`config.mk`:
```
export PLATFORM = sky130hd
export DESIGN_NAME = ckegen_multi
export DESIGN_NICKNAME = d
export VERILOG_FILES = /design/src/rtl/ckegen_multi.sv
export SDC_FILE = /design/constraint.sdc
export NUM_CORES = 1
export LEC_CHECK = 0
export ABC_AREA = 1
export BUFFER_PORTS_ARGS = -buffer_cell sky130_fd_sc_hd__buf_2
export CORE_UTILIZATION = 60
export DETAILED_ROUTE_END_ITERATION = 10
export HOLD_SLACK_MARGIN = 0.05
export PLACE_DENSITY = 0.77
export SLEW_MARGIN = 20
export SYNTH_ARGS = -nofsm -noshare
export SYNTH_HDL_FRONTEND = slang
export SYNTH_SLANG_ARGS = --single-unit
```
`constraint.sdc`:
```
create_clock -name clk -period 9.3 [get_ports clk]
set_input_delay 0.93 -clock clk [delete_from_list [all_inputs] [get_ports clk]]
set_output_delay 0.93 -clock clk [all_outputs]
set_load 0.01 [all_outputs]
```
`src/rtl/ckegen_multi.sv`:
```
// ckegen_multi: N_CH runtime-programmable clock-enable channels (pulse or ~50 % square),
// all divided from one system clock and phase-alignable with a common sync.
module ckegen_multi #(
    parameter int unsigned  N_CH     = 4,
    parameter int unsigned  W        = 32,
    parameter logic [W-1:0] DIV_RST  = W'(50000000),
    parameter logic         MODE_RST = 1'b0,
    parameter logic         EN_RST   = 1'b1
) (
    input  logic                                      clk,
    input  logic                                      rst,
    input  logic                                      cfg_we,
    input  logic [((N_CH > 1) ? $clog2(N_CH) : 1)-1:0] cfg_ch,
    input  logic [W-1:0]                              cfg_div,
    input  logic                                      cfg_mode,
    input  logic                                      cfg_en,
    input  logic                                      sync,
    output logic [W-1:0]                              cfg_rdiv,
    output logic [N_CH-1:0]                           cke
);

    localparam int unsigned   CH_W   = (N_CH > 1) ? $clog2(N_CH) : 1;
    localparam logic [CH_W:0] N_CH_L = (CH_W + 1)'(N_CH);

    logic [N_CH-1:0][W-1:0] div_q, div_d;
    logic [N_CH-1:0][W-1:0] cnt_q, cnt_d;
    logic [N_CH-1:0]        mode_q, mode_d;
    logic [N_CH-1:0]        en_q, en_d;
    logic [N_CH-1:0][W-1:0] eff_div;
    logic [N_CH-1:0][W:0]   half_cnt;
    logic [N_CH-1:0]        cke_raw;
    logic                   cfg_hit;

    // Out-of-range channel indices must not touch any channel.
    assign cfg_hit = cfg_we && ({1'b0, cfg_ch} < N_CH_L);

    always_comb begin
        div_d  = div_q;
        mode_d = mode_q;
        en_d   = en_q;
        for (int i = 0; i < int'(N_CH); i++) begin
            eff_div[i] = (div_q[i] == '0) ? W'(1) : div_q[i];
            // W+1 bits so ceil(d/2) cannot overflow for d = 2**W-1.
            half_cnt[i] = ({1'b0, eff_div[i]} + (W + 1)'(1)) >> 1;
            if (!en_q[i] || (cnt_q[i] >= eff_div[i] - W'(1))) begin
                cnt_d[i] = '0;
            end else begin
                cnt_d[i] = cnt_q[i] + W'(1);
            end
            if (mode_q[i]) begin
                cke_raw[i] = en_q[i] && ({1'b0, cnt_q[i]} < half_cnt[i]);
            end else begin
                cke_raw[i] = en_q[i] && (cnt_q[i] == '0);
            end
        end
        if (sync) begin
            cnt_d = '0;
        end
        if (cfg_hit) begin
            div_d[cfg_ch]  = cfg_div;
            mode_d[cfg_ch] = cfg_mode;
            en_d[cfg_ch]   = cfg_en;
            cnt_d[cfg_ch]  = '0;
        end
    end

    always_comb begin
        cfg_rdiv = '0;
        for (int i = 0; i < int'(N_CH); i++) begin
            if (cfg_ch == CH_W'(i)) begin
                cfg_rdiv = div_q[i];
            end
        end
    end

    // NOTE: state registers use non-blocking assignments so every channel samples the
    // same pre-edge values regardless of statement order.
    always_ff @(posedge clk) begin
        if (rst) begin
            div_q  <= {N_CH{DIV_RST}};
            mode_q <= {N_CH{MODE_RST}};
            en_q   <= {N_CH{EN_RST}};
            cnt_q  <= '0;
        end else begin
            div_q  <= div_d;
            mode_q <= mode_d;
            en_q   <= en_d;
            cnt_q  <= cnt_d;
        end
    end

    assign cke = rst ? '0 : cke_raw;

endmodule

```
==> impl_table.tex <==
\begin{tabular}{lr}
\hline
Metric & Value \\
\hline
\multicolumn{2}{l}{\textbf{Global routing}} \\
Antenna violations before repair & 3 \\
Vias in the first global route & 24100 \\
Remaining global-route overflow & 0 \\
First-pass GRT wire length & 133 mm \\
Maximum number of pins on one net before global-route repair & 104 \\
Global Route Usage Sum & 0.408 \\
\multicolumn{2}{l}{\textbf{Synthesis}} \\
Fraction of the mapped netlist area in compound gates & 0.114 \\
Share of flip-flops with an asynchronous set or reset & 0 \\
Synth warn & 0 \\
Synthesized-area fraction occupied by xor and xnor cells & 0.0984 \\
Number of different library cells in the post-synthesis netlist & 53 \\
Number of flip-flops and latches in the synthesized netlist & about 260 \\
Synthesized area per cell & 6.65 um2 \\
Post-Syn Area & 24500 um2 \\
Portion of netlist area occupied by mux cells & 0 \\
Primary FF master, synth & dfxtp\_1 \\
Post-Synth Simple-Gate Area & 0.345 \\
Adder-Cell Fraction of Synth Area & 0.137 \\
Sequential share of the synthesized area & 0.216 \\
Main combinational cell family by area after synthesis & simple AND/OR/NAND/NOR gates \\
Number of synthesized flops with an enable pin & 0 \\
Cell count after synthesis & 3682 \\
Number of nets produced by synthesis & 3990 \\
\multicolumn{2}{l}{\textbf{CTS}} \\
Clock-pin slew on the worst setup and hold paths & 60 ps \\
Largest buffer count on any clock path & 3 \\
Clock buffer count from CTS & 34 \\
Level count of the clock H-tree & 2 \\
Hold buffer count at CTS & 0 \\
Clock Sink Count & between 200 and 300 \\
Clock root cell & clkbuf\_16 \\
TritonCTS clock tree & built \\
\# resized after CTS & 0 \\
Post-CTS setup repair buffer count & 0 \\
Clock insertion delay at the later pin of the skew report & 560 ps \\
\multicolumn{2}{l}{\textbf{Pwr}} \\
Leakage power & 11.6 nW \\
Worst ir drop on vdd & 0.122 mV \\
Areal power density over the cells & 119 nW/um2 \\
\multicolumn{2}{l}{\textbf{Die}} \\
Floorplan die area & 41600 um2 \\
Core region area & approximately 40000 um2 \\
Die boundary width & 204 um \\
Die height & between 200 and 250 um \\
Number of cell rows & 73 \\
Initial Util & 0.612 \\
Number of I/O pins & 76 \\
\multicolumn{2}{l}{\textbf{Drt}} \\
Number of antenna-violating nets in the routed design & 0 \\
Length of the first detailed-routing pass in iterations & 6 \\
Average via count per standard cell & 6.05 \\
Average wire per standard cell & 20.3 um \\
Count of unresolved DRC violations after routing & 0 \\
Final Routed Wirelength & 85.8 mm \\
Detailed Route Iter0 Violations & 3191 \\
Via count & 25500 \\
\multicolumn{2}{l}{\textbf{Placement}} \\
Count of input and output buffers & 75 \\
Post-detail-place hpwl & 67.3 mm \\
Final weighted congestion of routability-driven global placement & 1.10 \\
\multicolumn{2}{l}{\textbf{STA}} \\
Final worst path period need & 5730 ps \\
Post-Route Setup TNS & 0 ps \\
Final cycle utilization of the critical path & 0.616 \\
Count of pins over their slew limit & 0 \\
Achievable clock frequency & 0.175 GHz \\
Slew at the pin closest to its max-slew limit & 1020 ps \\
Final Hold Viols & 0 \\
RSZ-0062 raised after global routing & no \\
Clock skew & 17.1 ps \\
Final setup fails & 0 \\
Worst slew slack as a fraction of its limit & 0.319 \\
Min Hold Slack & 493 ps \\
\multicolumn{2}{l}{\textbf{Critical path}} \\
Critical path capture point type & output port \\
CP Class & reg2out \\
Crit path DAT & 4800 ps \\
Required time of the worst setup path & between 8000 and 9000 ps \\
Max FO, Critical Path & 6 \\
Startpoint type of the worst setup path & register \\
\multicolumn{2}{l}{\textbf{Cells and area}} \\
Final Net Count & $\sim$4000 \\
Number of antenna repair diodes & 0 \\
Flip-flop and latch area & 5290 um2 \\
Share of final-layout standard cells stronger than drive strength 1 & 0.0901 \\
Area of combinational cells with multiple inputs & roughly 17000 um2 \\
Synthesis-to-layout area growth & 6.63\% \\
Count of fill cells added during filler insertion & 3617 \\
\multicolumn{2}{l}{\textbf{Hold path}} \\
Class of the tightest hold or removal check & reg2reg \\
\multicolumn{2}{l}{\textbf{Flow run}} \\
Max cap viols & 0 \\
\multicolumn{2}{l}{\textbf{Status}} \\
Result of the run & complete, no violations \\
\hline
\end{tabular}
[sequential cells by signal, summed over array words and instances, names as in the netlist]
name and flops:
mode_q 4, div_q 128, cnt_q 128, en_q 4
[cells in the mapped netlist, drive strengths merged (6+ instances only)]
cell / instances / area share
xnor2: 32 / 0.011
a21o: 6 / 0.0018
nand3: 202 / 0.045
nand2: 744 / 0.12
xor2: 243 / 0.087
or2: 12 / 0.0031
o21bai: 7 / 0.0021
a21oi: 240 / 0.049
dfxtp: 264 / 0.22
nand4: 103 / 0.028
inv: 410 / 0.063
buf: 78 / 0.017
clkbuf: 55 / 0.0086
o22ai: 25 / 0.0064
nor4: 55 / 0.016
ha: 268 / 0.14
nor2: 494 / 0.086
o211ai: 35 / 0.011
nand3b: 10 / 0.0034
nor3: 185 / 0.046
o21ai: 188 / 0.038
[critical path, cell delays in order, from the launching register on]
cell and delay, ps:
dfxtp_1 330, inv_1 160, nand2_1 110, nor3_1 370, nand3_1 210, o21ai_1 260
ha_1 240, nand3_2 100, nand3b_2 300, nor2_4 170, nand3_2 160, nor3_2 230
nand2_1 100, xor2_1 150, ha_1 300, a21oi_1 130, o21ai_0 80, or2_2 300
a21oi_1 130, nand2_1 70, a21oi_1 190, buf_2 170
[per-stage QoR]
stage	total power, mW	cell area [um2]	instances	utilization	worst slack, ps
finish	3.11	26100	4219	0.652	3570
detailed placement	1.75	25000	4160	0.624	4230
CTS	3.10	26100	4219	0.652	3630
floorplan	1.57	24500	3682	-	5000
global route	3.21	26100	4219	0.652	3180
global placement	1.74	25000	4160	0.624	4260
[where the power goes]
group | internal, mW | leakage, nW | switching (mW) | total (mW)
Clock | 0.813 | 0.562 | 0.550 | 1.36
Combinational | 0.153 | 8.92 | 0.364 | 0.518
Sequential | 1.16 | 2.15 | 0.0695 | 1.23
Total | 2.13 | 11.6 | 0.984 | 3.11
[placed cells by master (no fill, tap or decap), types with 4 or more instances in the layout]
cell,instances
inv_2,38
nor2_2,41
ha_1,268
buf_4,11
o21a_1,4
clkbuf_1,5
clkbuf_8,8
nor2_4,19
nor3_2,24
o21bai_1,7
clkinv_2,7
inv_1,372
nor3_1,154
o21ai_1,18
nand3_1,182
nor4_2,5
o22ai_1,25
nor2_1,434
xor2_1,243
a31oi_1,4
o21ai_0,170
xnor2_1,32
dfxtp_1,264
nand4_1,99
nand2_2,20
nand2_1,723
nor3_4,7
clkbuf_16,37
o211ai_1,35
nand3b_1,8
a21oi_1,240
buf_2,75
or2_2,9
nor4_1,49
a21o_1,6
nand3_2,20
[per-layer routing]
metal  GRT usage  vias up  share of wire
met4       0.193        6          0.049
met5           0        -        0.00054
met1       0.525    11800           0.41
met2       0.646     1280           0.44
met3      0.0874      242           0.10
li1            -    12200              -
[final timing paths]
path,from,end,slack (ps),depth (start not counted)
worst max register to register,div_q[53],cnt_q[48],4800,23
worst max-delay path,div_q[125],cke[3],3570,21
worst min-delay path,mode_q[3],mode_q[3],490,2
worst min register to register,mode_q[3],mode_q[3],490,2
[kinds of logic after synthesis]
family | Yosys count
flip-flops | 264
buffers and inverters | 544
AND/OR/NAND/NOR | 1812
XOR/XNOR | 275
adder cells (fa/ha/maj) | 268
AO/OA/AOI/OAI | 519
[final cells by class]
cell class	instances	area share
multi-input cells	2874	0.652
flip-flops and latches	264	0.203
inverters	411	0.0592
clock buffers	50	0.0404
well taps	525	0.0252
repair buffers	86	0.0175
clock inverters	9	0.00292
Power figures use the tool's default switching activity.
